$ cat src/rtl/fractal_sync_pkg.sv
// rtl/fractal_sync_pkg.sv - shared types for the fractal_sync counting CAM
package fractal_sync_pkg;

   typedef enum logic [1:0] {
      ERR_NONE,
      ERR_DUP_PORT,
      ERR_TGT_MISMATCH,
      ERR_TGT_ZERO
   } err_cause_e;

   localparam int N_ERR_CAUSES = 4;

   typedef enum logic {
      LINE_FREE,
      LINE_WAIT
   } line_state_e;

endpackage

$ cat src/rtl/fractal_sync_mp_cnt_cam_line.sv
// rtl/fractal_sync_mp_cnt_cam_line.sv - one CAM line: barrier signature, arrival count, target and port mask
module fractal_sync_mp_cnt_cam_line
   import fractal_sync_pkg::*;
#(
   parameter int SIG_WIDTH = 8,
   parameter int N_PORTS   = 4,
   parameter int CNT_WIDTH = 3
) (
   input  logic                              clk_i,
   input  logic                              rst_ni,
   input  logic                              alloc,
   input  logic [SIG_WIDTH-1:0]              alloc_sig,
   input  logic [CNT_WIDTH-1:0]              alloc_count,
   input  logic [CNT_WIDTH-1:0]              alloc_target,
   input  logic [N_PORTS-1:0]                alloc_mask,
   input  logic                              arrive,
   input  logic [N_PORTS-1:0]                arrive_mask,
   input  logic [N_PORTS-1:0][SIG_WIDTH-1:0] lookup_sig,
   output logic                              valid,
   output logic [CNT_WIDTH-1:0]              target,
   output logic [N_PORTS-1:0]                mask,
   output logic [N_PORTS-1:0]                match,
   output logic                              complete,
   output logic [N_PORTS-1:0]                done_mask
);

   line_state_e            state_q, state_d;
   logic [SIG_WIDTH-1:0]   sig_q, sig_d;
   logic [CNT_WIDTH-1:0]   count_q, count_d;
   logic [CNT_WIDTH-1:0]   target_q, target_d;
   logic [N_PORTS-1:0]     mask_q, mask_d;
   int                     sum;

   always_ff @(posedge clk_i or negedge rst_ni) begin
      if (!rst_ni) begin
         state_q  <= LINE_FREE;
         sig_q    <= '0;
         count_q  <= '0;
         target_q <= '0;
         mask_q   <= '0;
      end else begin
         state_q  <= state_d;
         sig_q    <= sig_d;
         count_q  <= count_d;
         target_q <= target_d;
         mask_q   <= mask_d;
      end
   end

   // Ports already in the mask are counted once, so repeat arrivals never advance the count.
   always_comb begin
      state_d   = state_q;
      sig_d     = sig_q;
      count_d   = count_q;
      target_d  = target_q;
      mask_d    = mask_q;
      complete  = 1'b0;
      done_mask = mask_q | arrive_mask;
      sum       = int'(count_q) + $countones(arrive_mask & ~mask_q);
      case (state_q)
         LINE_FREE: begin
            if (alloc) begin
               state_d  = LINE_WAIT;
               sig_d    = alloc_sig;
               count_d  = alloc_count;
               target_d = alloc_target;
               mask_d   = alloc_mask;
            end
         end
         LINE_WAIT: begin
            if (arrive) begin
               if (sum >= int'(target_q)) begin
                  complete = 1'b1;
                  state_d  = LINE_FREE;
                  sig_d    = '0;
                  count_d  = '0;
                  target_d = '0;
                  mask_d   = '0;
               end else begin
                  count_d = CNT_WIDTH'(sum);
                  mask_d  = mask_q | arrive_mask;
               end
            end
         end
         default: state_d = LINE_FREE;
      endcase
   end

   assign valid  = (state_q == LINE_WAIT);
   assign target = target_q;
   assign mask   = mask_q;

   always_comb begin
      for (int p = 0; p < N_PORTS; p++) begin
         match[p] = valid && (sig_q == lookup_sig[p]);
      end
   end

endmodule

$ cat src/rtl/fractal_sync_mp_cnt_cam.sv
// rtl/fractal_sync_mp_cnt_cam.sv - multi-port counting CAM for K-arrival fractal barriers
module fractal_sync_mp_cnt_cam
   import fractal_sync_pkg::*;
#(
   parameter int  N_LINES   = 4,
   parameter int  SIG_WIDTH = 8,
   parameter int  N_PORTS   = 4,
   localparam int CNT_WIDTH = $clog2(N_PORTS + 1),
   localparam int OCC_WIDTH = $clog2(N_LINES + 1)
) (
   input  logic                              clk_i,
   input  logic                              rst_ni,
   input  logic [N_PORTS-1:0]                check_i,
   input  logic [N_PORTS-1:0][SIG_WIDTH-1:0] sig_i,
   input  logic [N_PORTS-1:0]                sig_valid_i,
   input  logic [N_PORTS-1:0][CNT_WIDTH-1:0] target_i,
   output logic [N_PORTS-1:0]                ready_o,
   output logic [N_PORTS-1:0]                present_o,
   output logic [N_PORTS-1:0]                done_o,
   output logic                              err_o,
   output logic [OCC_WIDTH-1:0]              occupancy_o
);

   logic [N_LINES-1:0]                line_valid, line_alloc, line_arrive, line_complete;
   logic [N_LINES-1:0][N_PORTS-1:0]   line_match, line_mask, line_done_mask, arrive_mask, alloc_mask;
   logic [N_LINES-1:0][CNT_WIDTH-1:0] line_target, alloc_count, alloc_target;
   logic [N_LINES-1:0][SIG_WIDTH-1:0] alloc_sig;

   logic [N_PORTS-1:0]                active, is_leader, hit, done_imm, done_d;
   logic [N_PORTS-1:0][N_PORTS-1:0]   group;
   logic [N_PORTS-1:0][CNT_WIDTH-1:0] tgt_eff;
   logic [N_ERR_CAUSES-1:0]           err_flags;
   int                                occ_next;

   for (genvar l = 0; l < N_LINES; l++) begin : g_line
      fractal_sync_mp_cnt_cam_line #(
         .SIG_WIDTH (SIG_WIDTH),
         .N_PORTS   (N_PORTS),
         .CNT_WIDTH (CNT_WIDTH)
      ) u_line (
         .clk_i        (clk_i),
         .rst_ni       (rst_ni),
         .alloc        (line_alloc[l]),
         .alloc_sig    (alloc_sig[l]),
         .alloc_count  (alloc_count[l]),
         .alloc_target (alloc_target[l]),
         .alloc_mask   (alloc_mask[l]),
         .arrive       (line_arrive[l]),
         .arrive_mask  (arrive_mask[l]),
         .lookup_sig   (sig_i),
         .valid        (line_valid[l]),
         .target       (line_target[l]),
         .mask         (line_mask[l]),
         .match        (line_match[l]),
         .complete     (line_complete[l]),
         .done_mask    (line_done_mask[l])
      );
   end

   // A group is led by its lowest-index port; only leaders act on the lines.
   always_comb begin
      active = check_i & sig_valid_i;
      for (int p = 0; p < N_PORTS; p++) begin
         tgt_eff[p]   = (target_i[p] == '0) ? CNT_WIDTH'(1) : target_i[p];
         hit[p]       = 1'b0;
         for (int l = 0; l < N_LINES; l++) begin
            hit[p] = hit[p] | line_match[l][p];
         end
         present_o[p] = sig_valid_i[p] & hit[p];
         is_leader[p] = active[p];
         group[p]     = '0;
         for (int q = 0; q < N_PORTS; q++) begin
            if (active[q] && (sig_i[q] == sig_i[p])) begin
               if (q < p) is_leader[p] = 1'b0;
               else       group[p][q]  = 1'b1;
            end
         end
      end
   end

   always_comb begin : serve
      logic found;
      int   n;
      found        = 1'b0;
      n            = 0;
      line_alloc   = '0;
      alloc_sig    = '0;
      alloc_count  = '0;
      alloc_target = '0;
      alloc_mask   = '0;
      line_arrive  = '0;
      arrive_mask  = '0;
      ready_o      = '0;
      done_imm     = '0;
      err_flags    = '0;
      for (int p = 0; p < N_PORTS; p++) begin
         if (active[p] && (target_i[p] == '0)) err_flags[ERR_TGT_ZERO] = 1'b1;
         if (is_leader[p]) begin
            n = $countones(group[p]);
            if (hit[p]) begin
               ready_o = ready_o | group[p];
               for (int l = 0; l < N_LINES; l++) begin
                  if (line_match[l][p]) begin
                     line_arrive[l] = 1'b1;
                     arrive_mask[l] = group[p];
                     if (|(group[p] & line_mask[l])) err_flags[ERR_DUP_PORT] = 1'b1;
                     for (int q = 0; q < N_PORTS; q++) begin
                        if (group[p][q] && (tgt_eff[q] != line_target[l]))
                           err_flags[ERR_TGT_MISMATCH] = 1'b1;
                     end
                  end
               end
            end else if (n >= int'(tgt_eff[p])) begin
               ready_o  = ready_o | group[p];
               done_imm = done_imm | group[p];
            end else begin
               // Lines completing this cycle still read valid, so they are not reused until next cycle.
               found = 1'b0;
               for (int l = 0; l < N_LINES; l++) begin
                  if (!found && !line_valid[l] && !line_alloc[l]) begin
                     found           = 1'b1;
                     line_alloc[l]   = 1'b1;
                     alloc_sig[l]    = sig_i[p];
                     alloc_count[l]  = CNT_WIDTH'(n);
                     alloc_target[l] = tgt_eff[p];
                     alloc_mask[l]   = group[p];
                  end
               end
               if (found) ready_o = ready_o | group[p];
            end
         end
      end
   end

   always_comb begin
      done_d   = done_imm;
      occ_next = 0;
      for (int l = 0; l < N_LINES; l++) begin
         if (line_complete[l]) done_d = done_d | line_done_mask[l];
         if ((line_valid[l] && !line_complete[l]) || line_alloc[l]) occ_next = occ_next + 1;
      end
   end

   always_ff @(posedge clk_i or negedge rst_ni) begin
      if (!rst_ni) begin
         done_o      <= '0;
         err_o       <= 1'b0;
         occupancy_o <= '0;
      end else begin
         done_o      <= done_d;
         err_o       <= |err_flags;
         occupancy_o <= OCC_WIDTH'(occ_next);
      end
   end

   always_comb begin : match_check
      int hits;
      hits = 0;
      assert (N_PORTS >= 2);
      assert (N_LINES >= 1);
      for (int p = 0; p < N_PORTS; p++) begin
         hits = 0;
         for (int l = 0; l < N_LINES; l++) hits = hits + int'(line_match[l][p]);
         if (rst_ni) assert (hits <= 1);
      end
   end

endmodule
$ cat config.mk
export PLATFORM = sky130hd
export DESIGN_NAME = fractal_sync_mp_cnt_cam
export DESIGN_NICKNAME = d
export VERILOG_FILES = /design/src/rtl/fractal_sync_pkg.sv /design/src/rtl/fractal_sync_mp_cnt_cam_line.sv /design/src/rtl/fractal_sync_mp_cnt_cam.sv
export SDC_FILE = /design/constraint.sdc
export NUM_CORES = 1
export LEC_CHECK = 0
export ABC_AREA = 1
export CAP_MARGIN = 5
export CORE_ASPECT_RATIO = 1.75
export CORE_MARGIN = 1.5
export CORE_UTILIZATION = 32
export CTS_CLUSTER_DIAMETER = 200
export DETAILED_ROUTE_END_ITERATION = 8
export PLACE_DENSITY_LB_ADDON = 0.3
export SYNTH_ARGS = -nofsm -noshare
export SYNTH_HDL_FRONTEND = slang
export SYNTH_SLANG_ARGS = --single-unit
$ cat constraint.sdc
create_clock -name clk_i -period 8.35 [get_ports clk_i]
set_clock_uncertainty 0.2 [all_clocks]
set_input_delay 1.2525 -clock clk_i [delete_from_list [all_inputs] [get_ports clk_i]]
set_output_delay 1.2525 -clock clk_i [all_outputs]
set_load 0.01 [all_outputs]
==> flow_metrics.py <==
metrics = {
    "min_path": {
        "min_path_type": "flop to flop",
        "hold_path_depth": 2,
        "worstHoldEndpoint": "g_line[3].u_line.count_q[1]$_DFFE_PN0P_",
        "min_from": "g_line[3].u_line.count_q[1]$_DFFE_PN0P_",
    },
    "logic_synthesis": {
        "syn-instance-count": 1921,
        "yosysWarnings": 0,
        "avgSynthCellArea_um2": 6.14,
        "synth-main-ff-cell": "dfrtp_1",
        "yosys-top-cells-area": "dfrtp_1, nand2_1, inv_1",
        "ys_seq_elements": 84,
        "ys_types": 59,
        "yosys.area.top_type": "dfrtp_1",
        "yosysSeqAreaShare": 0.178,
        "syn-num-nets": 2027,
        "async_flop_share": 1.00,
        "synth_top_area_frac": 0.178,
        "synth_edf_count": 0,
        "syn_area_um2": 11800,
    },
    "setup_path": {
        "rr_startpoint": "g_line[1].u_line.valid$_DFF_PN0_",
        "start_kind": "input pin",
        "crit_fanout": 8,
        "timing.rr.end": "occupancy_o[2]$_DFF_PN0_",
        "worst-r2r-cell-count": 38,
        "path_class": "input pin to output port",
        "end_kind": "output port",
        "critPathLaunch": "sig_i[27]",
        "r2r_slack_ns": 1.42,
        "worstPathRequired_ns": 6.90,
        "critPathArrivalTime_ns": 6.66,
    },
    "grt": {
        "grt_usage": 0.414,
        "grt_pass1_wl_mm": 110,
        "grt_max_degree": 45,
        "antenna_found_initial": 3,
        "grt_pass1_vias": 15029,
        "overflow": 0,
    },
    "die": {
        "core_area_um2": 36100,
        "die_area_um2": 38100,
        "num_rows": 92,
        "fp.dieH_um": 257,
        "ios": 70,
        "start_util": 0.326,
        "die_w_um": 148,
    },
    "finish": {
        "fill_cells": 4067,
        "drive_gt1_frac": 0.125,
        "final_nets": 2149,
        "syn2layout_area_growth_pct": 17.6,
        "final_cell_count_no_fill": 2519,
    },
    "route": {
        "routedWlPerCell_um": 31.2,
        "ant_nets": 0,
        "wirelength_mm": 78.7,
        "dr.pass1.iters": 6,
        "post-route-drc-count": 0,
        "vias_per_cell": 6.03,
        "drt_iter0_drc": 1571,
        "vias": 15192,
    },
    "sta": {
        "layout_setup_ws_ns": 0.239,
        "finalCritPeriodShare": 0.971,
        "slew_violations": 1,
        "report.final.hold_viol_count": 0,
        "rsz0062_at_grt": "no",
        "fin_setup_tns_ns": 0,
        "period_minus_slack_ns": 8.11,
        "finalSetupViolCount": 0,
        "fmax_ghz": 0.123,
        "relSlewSlack": -0.0779,
        "timing.hold.ws_ns": 0.307,
        "worst_pin_slew_ns": 1.62,
    },
    "clock_network": {
        "cts_htree_levels": 3,
        "cts_tree": "yes",
        "cts.sinks": 84,
        "root_buffer": "clkbuf_16",
        "cts_buffer_depth": 2,
        "numCtsBuffers": 9,
        "insertion_delay_ns": 0.39,
        "cts.clk_slew.worst_paths_ns": 0.07,
        "cts_setup_buffers": 0,
    },
    "placed_design": {
        "io_buffers": 69,
        "dp.cells": 2502,
        "hpwlAfterDp_mm": 61.6,
        "dp_slack_ns": 0.284,
        "gp_congestion": 1.14,
    },
    "power": {
        "pwr-share-clk": 0.125,
        "swShare": 0.571,
        "p_leak_nw": 6.77,
        "ir_drop_mv": 0.154,
        "intPower_mw": 1.57,
        "p_per_area_nw_per_um2": 264,
        "comb_power_share": 0.618,
        "seqPwrFrac": 0.256,
        "p_switching_mw": 2.09,
    },
    "job": {
        "drv_cap": 0,
    },
    "status": {
        "status": "finished, violations left",
        "violations": "max-slew violations",
    },
}
[worst max-delay path, cell delays in order]
cell and delay (ns):
clkdlybuf4s50_1 0.61, xor2_1 0.26, nor4_1 0.30, and2_1 0.25
nand2_1 0.10, inv_1 0.09, fa_1 0.42, ha_1 0.21
ha_1 0.31, ha_1 0.33, nand2_1 0.07, nor2_1 0.04
a211oi_1 0.16, nand2_1 0.18, nor2_1 0.21, nand3_4 0.12
nand2_4 0.18, nand3_2 0.09, nand2_2 0.13, inv_2 0.05
nand2_1 0.09, nand3_1 0.13, nand3_2 0.12, nand4_1 0.11
o21ai_0 0.20, nand3_1 0.13, clkdlybuf4s50_1 0.50
[flip-flops by register name, indices dropped and copies added, names as in the netlist]
name,cells
g_line.u_line.mask,16
g_line.u_line.count_q,12
err_o,1
g_line.u_line.sig_q,32
occupancy_o,3
done_o,4
g_line.u_line.target,12
g_line.u_line.valid,4
[layout make-up]
cell class,instances,area [µm²],area share
antenna,1,2.50,0.000181
timing repair buffer,195,1650,0.119
clock inverter,6,70.1,0.00505
multi-input combinational,1467,8120,0.586
tap,470,588,0.0424
inverter,286,1090,0.0783
sequential,84,2100,0.152
clock buffer,10,239,0.0172
[cells in the mapped netlist (3+ instances only)]
cell,instances
nand2_1,498
inv_1,230
nor2_1,218
o21ai_0,122
nand3_1,89
dfrtp_1,84
nand4_1,50
xor2_1,50
inv_2,47
a21oi_1,44
o221ai_1,44
o22ai_1,43
ha_1,38
buf_2,36
nor3_1,29
o211ai_1,25
buf_4,20
clkbuf_1,20
nor4_1,20
xnor2_1,19
o21ai_1,16
fa_1,14
a211oi_1,12
a22oi_1,11
a221oi_1,10
a31oi_1,10
nand3b_1,10
nor2_2,10
nor2_4,10
nand2_2,9
buf_6,7
o211ai_2,7
a2111oi_0,6
inv_4,5
nand3_2,5
o2111ai_1,5
a21oi_2,4
a41oi_1,4
clkinv_1,4
nand3_4,4
o21bai_1,4
and2_1,3
nor3b_1,3
or2_2,3
[worst max path at each step]
stage	depth (start not counted)	endpoint	slack [ns]
2_1_floorplan	28	ready_o[3]	1.52
3_3_place_gp	27	ready_o[3]	0.36
3_5_place_dp	28	ready_o[3]	0.28
4_1_cts	28	ready_o[3]	0.28
5_1_grt	26	ready_o[3]	0.02
6_report	27	ready_o[3]	0.24
[per-stage QoR]
step           total power, mW  area [µm²]  utilization
4_1_cts                   3.57       13900        0.383
6_report                  3.65       13900        0.384
5_1_grt                   3.89       13900        0.383
3_5_place_dp              3.11       13500        0.375
3_3_place_gp              3.11       13500        0.375
2_1_floorplan             2.26       11800            -
[layer usage]
layer,up-vias,global-route usage,part of all wire
met5,-,0,0.00017
li1,6660,-,-
met2,909,0.691,0.48
met4,2,0.429,0.12
met1,7207,0.409,0.32
met3,414,0.0872,0.074
[cell families after synthesis]
kind of cell | after synthesis | share of synthesized area
flip-flops | 84 | 0.178
AND/OR/NAND/NOR | 969 | 0.364
AO/OA/AOI/OAI | 377 | 0.209
XOR/XNOR | 69 | 0.0513
buffers and inverters | 370 | 0.134
adder cells (fa/ha/maj) | 52 | 0.0641
[layout by cell type (no fill, tap or decap), drive strengths merged, types with 12 or more instances in the layout]
master	instances
nor2	239
buf	127
ha	38
xnor2	19
nand3	98
nor3	29
dfrtp	84
fa	14
nor4	20
a21oi	48
clkdlybuf4s50	65
inv	284
o21ai	140
o211ai	32
o221ai	44
xor2	50
nand2	509
o22ai	43
a211oi	12
nand4	51
[power by group through the flow]
stage | Combinational (mW) | Sequential (mW) | Clock [mW]
floorplan | 1.53 | 0.724 | 0
global placement | 2.18 | 0.931 | 0
detailed placement | 2.18 | 0.928 | 0
CTS | 2.19 | 0.919 | 0.463
global route | 2.47 | 0.944 | 0.476
finish | 2.26 | 0.937 | 0.457
[timing repair]
item | CTS | global route
hold buffers | 0 | 0
gates resized for setup | 0 | 3
endpoints found under the setup margin | 0 | 2
No activity file was read; power rests on OpenSTA's default activity.
